===== config.mk =====
export PLATFORM = sky130hd
export DESIGN_NAME = stack_sequencer_fsm
export DESIGN_NICKNAME = d
export VERILOG_FILES = /design/src/rtl/stack_sequencer_fsm.sv
export SDC_FILE = /design/constraint.sdc
export NUM_CORES = 1
export LEC_CHECK = 0
export ABC_AREA = 1
export ABC_CLOCK_PERIOD_IN_PS = 3850
export CORE_AREA = 2 2 44 46
export DETAILED_ROUTE_END_ITERATION = 12
export DIE_AREA = 0 0 46 48
export GPL_TIMING_DRIVEN = 0
export HOLD_SLACK_MARGIN = 0.05
export MAX_ROUTING_LAYER = met4
export PLACE_DENSITY_LB_ADDON = 0.15
export SETUP_SLACK_MARGIN = 0.02
export SLEW_MARGIN = 5
export SYNTH_ARGS = -nofsm -noshare
export SYNTH_HDL_FRONTEND = slang
export SYNTH_SLANG_ARGS = --single-unit
export TNS_END_PERCENT = 5

===== constraint.sdc =====
create_clock -name clk -period 3.85 [get_ports clk]
set_clock_uncertainty 0.15 [all_clocks]
set_input_delay 0.9625 -clock clk [delete_from_list [all_inputs] [get_ports clk]]
set_output_delay 0.9625 -clock clk [all_outputs]
set_load 0.05 [all_outputs]

===== src/rtl/stack_sequencer_fsm.sv =====
// Stack sequencer for CALL/RET/RTI and interrupt entry; drives memory-stage push/pop control.
// Optional STACK_GUARD_EN macro enables depth checking at acceptance and the sticky stack_fault flag.
module stack_sequencer_fsm #(
  parameter int unsigned STACK_DEPTH = 1024
) (
  input  logic       clk,
  input  logic       reset,
  input  logic       op_valid,
  input  logic [1:0] op_code,
  output logic       op_ready,
  input  logic       int_req,
  output logic       busy,
  output logic       stall,
  output logic       done,
  output logic       memory_read,
  output logic       memory_write,
  output logic       memory_push,
  output logic       memory_pop,
  output logic [1:0] memory_address_select,
  output logic [1:0] memory_write_src_select,
  output logic       pc_choose_memory,
  output logic       interrupt,
  output logic       flags_restore,
  output logic       stack_fault
);

  localparam int unsigned DW = $clog2(STACK_DEPTH) + 1;

  typedef enum logic [3:0] {
    S_IDLE,
    S_PUSH_HI,
    S_PUSH_LO,
    S_PUSH_FLAGS,
    S_VECTOR,
    S_POP_FLAGS,
    S_POP_LO,
    S_POP_HI,
    S_LOAD_PC,
    S_NOP,
    S_FAULT
  } state_e;

  state_e        state_q, state_d;
  logic          int_seq_q, int_seq_d;
  logic          int_pend_q, int_pend_d;
  logic [DW-1:0] depth_q, depth_d;
  logic          call_ok, int_ok, ret_ok, rti_ok;
  logic          push_cyc, pop_cyc;

  always_ff @(posedge clk or posedge reset) begin
    if (reset) begin
      state_q    <= S_IDLE;
      int_seq_q  <= 1'b0;
      int_pend_q <= 1'b0;
      depth_q    <= '0;
    end else begin
      state_q    <= state_d;
      int_seq_q  <= int_seq_d;
      int_pend_q <= int_pend_d;
      depth_q    <= depth_d;
    end
  end

`ifdef STACK_GUARD_EN
  logic stack_fault_q, stack_fault_d;

  always_comb begin
    call_ok = (depth_q <= DW'(STACK_DEPTH - 2));
    int_ok  = (depth_q <= DW'(STACK_DEPTH - 3));
    ret_ok  = (depth_q >= DW'(2));
    rti_ok  = (depth_q >= DW'(3));
    stack_fault_d = stack_fault_q | ((state_q == S_IDLE) && (state_d == S_FAULT));
  end

  always_ff @(posedge clk or posedge reset) begin
    if (reset) stack_fault_q <= 1'b0;
    else       stack_fault_q <= stack_fault_d;
  end

  assign stack_fault = stack_fault_q;
`else
  always_comb begin
    call_ok = 1'b1;
    int_ok  = 1'b1;
    ret_ok  = 1'b1;
    rti_ok  = 1'b1;
  end

  assign stack_fault = 1'b0;
`endif

  always_comb begin
    state_d    = state_q;
    int_seq_d  = int_seq_q;
    int_pend_d = int_pend_q;
    if (state_q != S_IDLE && int_req) int_pend_d = 1'b1;
    unique case (state_q)
      S_IDLE: begin
        // Interrupt wins over a pending op; a rejected INT still consumes the pending flag.
        if (int_req || int_pend_q) begin
          int_pend_d = 1'b0;
          int_seq_d  = 1'b1;
          state_d    = int_ok ? S_PUSH_HI : S_FAULT;
        end else if (op_valid) begin
          int_seq_d = 1'b0;
          unique case (op_code)
            2'b00:   state_d = call_ok ? S_PUSH_HI   : S_FAULT;
            2'b01:   state_d = ret_ok  ? S_POP_LO    : S_FAULT;
            2'b10:   state_d = rti_ok  ? S_POP_FLAGS : S_FAULT;
            default: state_d = S_NOP;
          endcase
        end
      end
      S_PUSH_HI:    state_d = S_PUSH_LO;
      S_PUSH_LO:    state_d = int_seq_q ? S_PUSH_FLAGS : S_IDLE;
      S_PUSH_FLAGS: state_d = S_VECTOR;
      S_POP_FLAGS:  state_d = S_POP_LO;
      S_POP_LO:     state_d = S_POP_HI;
      S_POP_HI:     state_d = S_LOAD_PC;
      default:      state_d = S_IDLE;
    endcase
  end

  always_comb begin
    push_cyc = (state_q == S_PUSH_HI) || (state_q == S_PUSH_LO) || (state_q == S_PUSH_FLAGS);
    pop_cyc  = (state_q == S_POP_FLAGS) || (state_q == S_POP_LO) || (state_q == S_POP_HI);
    depth_d  = depth_q;
    if (push_cyc && depth_q != DW'(STACK_DEPTH)) depth_d = depth_q + DW'(1);
    else if (pop_cyc && depth_q != '0)           depth_d = depth_q - DW'(1);
  end

  always_comb begin
    op_ready                = (state_q == S_IDLE) && !(int_req || int_pend_q) && !reset;
    busy                    = (state_q != S_IDLE);
    stall                   = (state_q != S_IDLE);
    done                    = 1'b0;
    memory_read             = 1'b0;
    memory_write            = 1'b0;
    memory_push             = 1'b0;
    memory_pop              = 1'b0;
    memory_address_select   = 2'b00;
    memory_write_src_select = 2'b00;
    pc_choose_memory        = 1'b0;
    interrupt               = 1'b0;
    flags_restore           = 1'b0;
    unique case (state_q)
      S_PUSH_HI, S_PUSH_LO, S_PUSH_FLAGS: begin
        memory_write          = 1'b1;
        memory_push           = 1'b1;
        memory_address_select = 2'b10;
        if (state_q == S_PUSH_HI)      memory_write_src_select = 2'b01;
        else if (state_q == S_PUSH_LO) memory_write_src_select = 2'b10;
        done = (state_q == S_PUSH_LO) && !int_seq_q;
      end
      S_POP_FLAGS, S_POP_LO, S_POP_HI: begin
        memory_read           = 1'b1;
        memory_pop            = 1'b1;
        memory_address_select = 2'b10;
        flags_restore         = (state_q == S_POP_FLAGS);
      end
      S_VECTOR: begin
        interrupt = 1'b1;
        done      = 1'b1;
      end
      S_LOAD_PC: begin
        pc_choose_memory = 1'b1;
        done             = 1'b1;
      end
      S_NOP, S_FAULT: done = 1'b1;
      default: ;
    endcase
  end

endmodule


==> results.toml, run 1 <==
[outcome]
status = "completed"

[yosys]
synth.distinct_cells = 17
synth_top_area_frac = 0.298
avgSynthCellArea_um2 = 7.00
ys_warn_count = 0
synth_area_um2 = 504
ys_ff_latch = 6
ys_seq_area_frac = 0.298
synth_area_leaders = "dfrtp_1 (30%), nor2_1 (8.9%), nor2_4 (8.9%)"
synth_largest_area_cell = "dfrtp_1"
synthCells = 72

[detailed_routing]
vias = 497
firstDrtPassIters = 2
post_drt_wl_per_cell_um = 8.94
vias_per_cell = 4.44
drt_iter0_drc = 5
drc = 0
ant_nets = 0
finalWirelength_mm = 1.00

[clocking]
clock_latency_ns = 0.24
htree_levels = 1
ctsLongestPathBuffers = 2
hold_buffers = 0
cts_buffers = 3
cts.sinks = 6
cts_tree = "done"
clk_pin_slew_ns = 0.04
cts_root_buf = "clkbuf_4"

[timing]
finalHoldViolCount = 0
finalSetupViolCount = 0
fmax_mhz = 279
period_needed_ns = 3.59
fin_crit_sh = 0.932
rsz0062_at_grt = "false"
setup_ws_ns = 0.261
slew_violations = 0

[setup_path]
crit_fanout = 5
ff2ff_path_depth = 6
path_cells = "clkdlybuf4s50_1 > nor2_1 > inv_1 > nor3_1 > dlygate4sd2_1"
cp_slowest_stage_delay_ns = 0.55
critPathLaunchType = "primary input"
r2r_slack_ns = 2.45
crit_cells = 5
crit_required_ns = 2.74
end_kind = "output port"
worst-path-buf-inv = 3
path_class = "in -> out"
cp_top_family = "buffers and inverters"
slowest_stage = "dlygate4sd2_1"
cp.arrival_ns = 2.48

[hold_path]
hp-class = "reg -> reg"
hold_path_depth = 2

[die]
io_pins = 22
std_cell_rows = 15
initial_core_util = 0.299
dieArea_mm2 = 0.00221
die_width_um = 46
core_area_mm2 = 0.00169
die_h_um = 48

[place]
globalplace.congestion = 0.772
place_hpwl_um = 838
post-place-ws_ns = -0.0469
dpl.cell_count = 109
port_buffers = 19

[layout]
stdcell_count = 112
area_growth_syn_to_layout_pct = 46.9
n_antenna_cell = 0
fill_cells = 186
drive_gt1_frac = 0.221
nNetsFinal = 105

[run]
drv_cap = 0

[global_routing]
grt_pass1_vias = 426
grt_pass1_wl_mm = 1.67
track_usage = 0.115
grt_overflow = 0
grt_max_degree = 10
antenna_found_initial = 0
-- worst reg2reg max path: stages, from the launching register on --
cell and delay, ns:
dfrtp_1 0.45, nor2_4 0.25, nand2_4 0.13, nor2_4 0.11
nand2_2 0.06, inv_2 0.07, nor2_1 0.05
-- per-layer routing --
| layer | vias to the layer above | part of all wire | global-route usage |
|---|---|---|---|
| met2 | 17 | 0.48 | 0.175 |
| li1 | 265 | - | - |
| met1 | 211 | 0.45 | 0.132 |
| met5 | - | 0 | - |
| met4 | 0 | 0.018 | 0.0686 |
| met3 | 4 | 0.059 | 0.0340 |
-- per-stage QoR --
stage | cell area [um2] | setup TNS, ns | utilization | hold slack [ns]
floorplan | 508 | 0 | - | 0.340
global placement | 719 | -0.0526 | 0.426 | 0.388
detailed placement | 719 | -0.0469 | 0.426 | 0.416
CTS | 741 | 0 | 0.439 | 0.427
global route | 741 | 0 | 0.439 | 0.464
finish | 741 | 0 | 0.439 | 0.404
-- cell type report --
cell class	instances	area [um2]	share of cell area
multi-input combinational	49	272	0.367
inverter	13	48.8	0.0659
buffer	5	37.5	0.0507
sequential	6	150	0.203
timing repair buffer	19	189	0.255
tap	17	21.3	0.0287
clock buffer	3	22.5	0.0304
-- cell usage in the layout, fill, tap and decap left out, drive strengths merged --
cell            n
clkdlybuf4s50  18
nor2           18
nand2          14
inv            13
dfrtp           6
nand3           5
buf             5
o21ai           3
nor3            3
clkbuf          3
ha              2
conb            2
o221ai          1
a21oi           1
dlygate4sd2     1
-- final timing paths --
path / from / to
min reg2reg: int_pend_q / int_pend_q
max reg2reg: state_q[0] / state_q[3]
min: int_pend_q / int_pend_q
max: int_req / op_ready
min in group asynchronous: reset / state_q[2]
max in group asynchronous: reset / state_q[3]
-- synthesized netlist by cell type --
master	n
conb_1	1
inv_2	3
nand2_2	3
o221ai_1	1
buf_4	5
nand2_4	1
nor2_4	4
inv_1	10
nand3_1	5
nor3_1	3
a21oi_1	1
ha_1	2
o21ai_1	3
nor2_1	12
nor2_2	2
nand2_1	10
dfrtp_1	6
-- logic make-up (layout without fill, tap and decap cells) --
family / count (synthesis) / count (layout) / share of synthesized area
other: 1 / 2 / 0.00744
and+or+nand+nor: 40 / 40 / 0.417
buffers and inverters: 18 / 40 / 0.171
DFF: 6 / 6 / 0.298
AOI/OAI and AO/OA: 5 / 5 / 0.0571
adders and majority gates: 2 / 2 / 0.0496
-- registers in the layout, indices dropped and copies added (netlist names) --
name and cells:
int_pend_q 1, int_seq_q 1, state_q 4
-- what timing repair did --
| action | 4_1_cts | 5_1_grt |
|---|---|---|
| gates resized for setup | 1 | 0 |
| setup buffers | 0 | 0 |
| endpoints found under the hold margin | 0 | 0 |
| setup endpoints to repair | 1 | 0 |
Power of run 1 is not shown: default switching activity piles up to over one toggle a cycle in this logic, so the estimate is an artifact.
==> run 2: changes to the inputs <==
--- a/config.mk
+++ b/config.mk
@@ -5,7 +5,6 @@
 export SDC_FILE = /design/constraint.sdc
 export NUM_CORES = 1
 export LEC_CHECK = 0
-export ABC_AREA = 1
 export ABC_CLOCK_PERIOD_IN_PS = 3850
 export CORE_AREA = 2 2 44 46
 export DETAILED_ROUTE_END_ITERATION = 12
@@ -19,4 +18,4 @@
 export SYNTH_ARGS = -nofsm -noshare
 export SYNTH_HDL_FRONTEND = slang
 export SYNTH_SLANG_ARGS = --single-unit
-export TNS_END_PERCENT = 5
+export TNS_END_PERCENT = 100
==> constraint.sdc (replaced) <==
create_clock -name clk -period 3.85 [get_ports clk]
set_clock_uncertainty 0.15 [all_clocks]
set_input_delay 0.385 -clock clk [delete_from_list [all_inputs] [get_ports clk]]
set_output_delay 0.385 -clock clk [all_outputs]
set_load 0.05 [all_outputs]
==> results.toml, run 2 <==
[clocking]
postCtsSetupBuffers = 0
ctsResizeCount = 0
cts.sinks = 6
cts_root_buf = "clkbuf_4"
cts_buffers = 3
htree_levels = 1
clock_latency_ns = 0.25
clk_pin_slew_ns = 0.05
ctsLongestPathBuffers = 2
hold_buffers = 0
cts_tree = "done"

[layout]
regMostFlops = "state_q"
layout_common_cells = "clkdlybuf4s50_1 (19), buf_4 (6), dfrtp_1 (6), nor2_1 (5)"
nNetsFinal = 91
final_common_cell = "clkdlybuf4s50_1"
area_growth_syn_to_layout_pct = 47.3
fin_util = 0.439
largest_register_ffs = 4
drive_gt1_frac = 0.173
top_regs = "state_q (4), int_pend_q (1), int_seq_q (1)"
n_antenna_cell = 0

[timing]
tightest_slew_ns = 0.499
slew_violations = 0
fin_crit_sh = 0.698
finalHoldViolCount = 0
fmax_mhz = 372
finalSetupViolCount = 0
tns_ns = 0
rsz0062_at_grt = "false"
slew_headroom = 0.666
period_needed_ns = 2.69

[yosys]
ys_warn_count = 0
synth_top_area_frac = 0.299
synthCells = 58
synth_ff_type = "dfrtp_1"
synth_edf_count = 0
ys_seq_area_frac = 0.299
synth_area_um2 = 503
synth_largest_area_cell = "dfrtp_1"
synth_area_leaders = "dfrtp_1 (30%), buf_4 (9.0%), nor4b_1 (7.0%)"
synth.distinct_cells = 27
async_flop_share = 1.00
synth_common_cells = "buf_4 (6), dfrtp_1 (6), nor2_1 (5)"
avgSynthCellArea_um2 = 8.67
ys_ff_latch = 6

[detailed_routing]
firstDrtPassIters = 4
drc = 0
vias_per_cell = 4.90
post_drt_wl_per_cell_um = 11.6
drt_iter0_drc = 17
finalWirelength_mm = 1.14
ant_nets = 0
vias = 480

[global_routing]
grt_use_met1 = 0.136
track_usage = 0.111
grt_pass1_vias = 418
antenna_found_initial = 0
grt_max_degree = 11
grt-busiest-layer = "met2"
grt_pass1_wl_mm = 1.66
grt_overflow = 0
use_met2 = 0.175
grt_util_met3 = 0.0226

[place]
globalplace.congestion = 0.692
port_buffers = 19
place_hpwl_um = 895

[die]
die_width_um = 46
dieArea_mm2 = 0.00221
initial_core_util = 0.298
io_pins = 22
die_h_um = 48
core_area_mm2 = 0.00169
std_cell_rows = 15

[setup_path]
cp.arrival_ns = 2.15
crit_required_ns = 3.31
slowest_stage = "clkdlybuf4s50_1"
end_kind = "output port"
path_class = "in -> out"
cp_slowest_stage_delay_ns = 0.79
crit_fanout = 6
cp_common_cell = "clkdlybuf4s50_1"
critPathLaunchType = "primary input"
path_cells = "clkdlybuf4s50_1 > nor2_1 > and3_1 > clkdlybuf4s50_1"

[run]
drv_cap = 0

[outcome]
status = "completed"

[hold_path]
hp-class = "in -> async"
run 2: cell types whose count changed in the layout (fill, tap and decap cells not counted), sizes merged, moves of 3 or more:
cell,delta
nand2,-14
nand3,-3
nor2,-13
buf,+3
inv,-9
a21oi,+4
nor4b,+4
run 2: critical path: cells and delay by family:
family | cells | cell delay, ns
AND/OR/NAND/NOR | 2 | 0.53
buffers and inverters | 2 | 1.23
run 2: metrics by stage:
step | hold WS, ns | cell area [um2] | cells | setup slack, ns
CTS | 0.210 | 741 | 98 | 1.15
detailed placement | 0.454 | 718 | 95 | 1.16
floorplan | 0.0311 | 507 | 59 | 1.02
global placement | 0.427 | 718 | 95 | 1.15
finish | 0.206 | 741 | 98 | 1.16
global route | 0.254 | 741 | 98 | 1.06
run 2: kinds of logic (layout without fill, tap and decap cells):
logic type | count (synthesis) | in the layout | share of synthesized area
AO/OA/AOI/OAI | 13 | 13 | 0.177
XOR/XNOR | 1 | 1 | 0.0174
adder cells (fa/ha/maj) | 2 | 2 | 0.0497
buffers and inverters | 13 | 35 | 0.147
flip-flops | 6 | 6 | 0.298
multiplexers | 1 | 1 | 0.0199
other | 1 | 2 | 0.00746
AND/OR/NAND/NOR | 21 | 21 | 0.284
run 2: worst paths after layout:
path,from,endpoint,slack [ns],cells past startpoint
setup / recovery,int_req,op_ready,1.16,4
hold / removal,reset,state_q[2],0.21,2
setup reg to reg,state_q[2],state_q[0],2.38,4
hold reg to reg,state_q[3],int_pend_q,0.46,2
max in group asynchronous,reset,state_q[1],3.13,2
min in group clk,state_q[3],int_pend_q,0.46,2
run 2: area by class of cell:
class	instances	area, um2
multi-input cells	40	283
inverters	4	15.0
clock buffers	3	22.5
repair buffers	19	190
plain buffers	9	58.8
flip-flops and latches	6	150
well taps	17	21.3
fillers	181	948
run 2: per-layer routing:
| metal | part of all wire | wire length, um |
|---|---|---|
| met5 | 0 | 0 |
| met4 | 0.018 | 21 |
| met3 | 0.028 | 32 |
| met2 | 0.48 | 552 |
| met1 | 0.47 | 534 |
Power of run 2 is left out for the same reason.
==> run 3: changes to the inputs <==
--- a/config.mk
+++ b/config.mk
@@ -5,7 +5,7 @@
 export SDC_FILE = /design/constraint.sdc
 export NUM_CORES = 1
 export LEC_CHECK = 0
-export ABC_CLOCK_PERIOD_IN_PS = 3850
+export ABC_CLOCK_PERIOD_IN_PS = 2180
 export CORE_AREA = 2 2 44 46
 export DETAILED_ROUTE_END_ITERATION = 12
 export DIE_AREA = 0 0 46 48
==> constraint.sdc (replaced) <==
create_clock -name clk -period 2.18 [get_ports clk]
set_clock_uncertainty 0.15 [all_clocks]
set_input_delay 0.218 -clock clk [delete_from_list [all_inputs] [get_ports clk]]
set_output_delay 0.218 -clock clk [all_outputs]
set_load 0.05 [all_outputs]
==> results.toml, run 3 (synthesis results as in run 2) <==
[clocking]
postCtsSetupBuffers = 0
clk_pin_slew_ns = 0.05
cts.sinks = 6
cts_buffers = 3
cts_tree = "done"
cts_root_buf = "clkbuf_4"
clock_latency_ns = 0.26
ctsLongestPathBuffers = 2
htree_levels = 1

[die]
die_h_um = 48
initial_core_util = 0.298
io_pins = 22
dieArea_mm2 = 0.00221
std_cell_rows = 15
core_area_mm2 = 0.00169
die_width_um = 46

[place]
port_buffers = 19
place_hpwl_um = 873
globalplace.congestion = 0.723

[layout]
area_growth_syn_to_layout_pct = 44.5
regMostFlops = "state_q"
drive_gt1_frac = 0.329
fill_cells = 181
n_antenna_cell = 0
nNetsFinal = 92
layout_common_cells = "buf_4 (6), clkbuf_2 (6), dfrtp_1 (6), clkdlybuf4s50_1 (5)"
top_regs = "state_q (4), int_pend_q (1), int_seq_q (1)"
largest_register_ffs = 4
fin_util = 0.430

[global_routing]
grt_pass1_vias = 403
grt_max_degree = 11
grt_overflow = 0
antenna_found_initial = 0
grt_pass1_wl_mm = 1.85
track_usage = 0.130

[setup_path]
crit_required_ns = 1.81
critPathLaunchType = "register"
crit_fanout = 10
cp.arrival_ns = 1.72
path_class = "reg -> out"
end_kind = "output port"

[timing]
slew_violations = 0
finalHoldViolCount = 0
period_needed_ns = 2.09
rsz0062_at_grt = "false"
finalSetupViolCount = 0
fin_crit_sh = 0.958
fmax_mhz = 479

[detailed_routing]
wl_met3_um = 71
post_drt_wl_per_cell_um = 11.7
vias_per_cell = 4.83
drc = 0
firstDrtPassIters = 4
vias = 478
drt-met1-wl_um = 530
maxUsedRoutingLayer = "met4"
ant_nets = 0
drt_iter0_drc = 2
finalWirelength_mm = 1.16
met2WireLength_um = 539

[outcome]
status = "completed"

[hold_path]
hp-class = "reg -> reg"

[run]
drv_cap = 0
[run 3: changes by cell type in the layout (fill, tap and decap cells not counted), sizes merged]
cell           delta
dlygate4sd3       +1
clkbuf            +5
clkdlybuf4s15     +5
dlygate4sd2       +2
buf               +2
clkdlybuf4s50    -14
[run 3: repair_timing]
action                     4_1_cts  5_1_grt
hold buffers                     1        0
hold endpoints to repair         6        0
gates resized for setup         25       19
setup endpoints to repair       14       10
[run 3: metal layers]
metal / up-vias / global-route usage
met2: 9 / 0.172
met5: - / -
met4: 0 / 0.0514
met3: 3 / 0.0717
li1: 246 / -
met1: 220 / 0.162
[run 3: final cells by class]
class,instances,area (um2),area share
plain buffers,9,60.1,0.0826
flip-flops and latches,6,150,0.207
well taps,17,21.3,0.0293
inverters,4,15.0,0.0207
repair buffers,20,165,0.227
multi-input cells,40,293,0.403
clock buffers,3,22.5,0.0310
[run 3: critical path: stages (launching register included)]
cell and delay, ns:
dfrtp_1 0.46, buf_2 0.22, nor3_1 0.26, clkdlybuf4s15_1 0.53
[run 3: worst paths after layout]
| path | startpoint | slack, ns | to | depth (start not counted) |
|---|---|---|---|---|
| setup / recovery | state_q[2] | 0.09 | memory_push | 3 |
| hold / removal | state_q[3] | 0.44 | int_pend_q | 2 |
| setup reg to reg | state_q[2] | 0.74 | state_q[0] | 4 |
| hold reg to reg | state_q[3] | 0.44 | int_pend_q | 2 |
| max in group asynchronous | reset | 1.06 | state_q[2] | 3 |
| min in group asynchronous | reset | 0.59 | int_pend_q | 3 |
[run 3: stage by stage]
step / setup WS [ns] / area [um2] / TNS [ns] / hold WS, ns / instances
2_1_floorplan: -0.483 / 517 / -1.46 / -0.136 / 59
6_report: 0.0915 / 727 / 0 / 0.441 / 99
4_1_cts: 0.0248 / 754 / 0 / 0.445 / 99
3_3_place_gp: -0.188 / 728 / -0.418 / 0.308 / 95
5_1_grt: 0.0282 / 727 / 0 / 0.481 / 99
3_5_place_dp: -0.157 / 728 / -0.453 / 0.308 / 95
Power of run 3 is left out for the same reason.
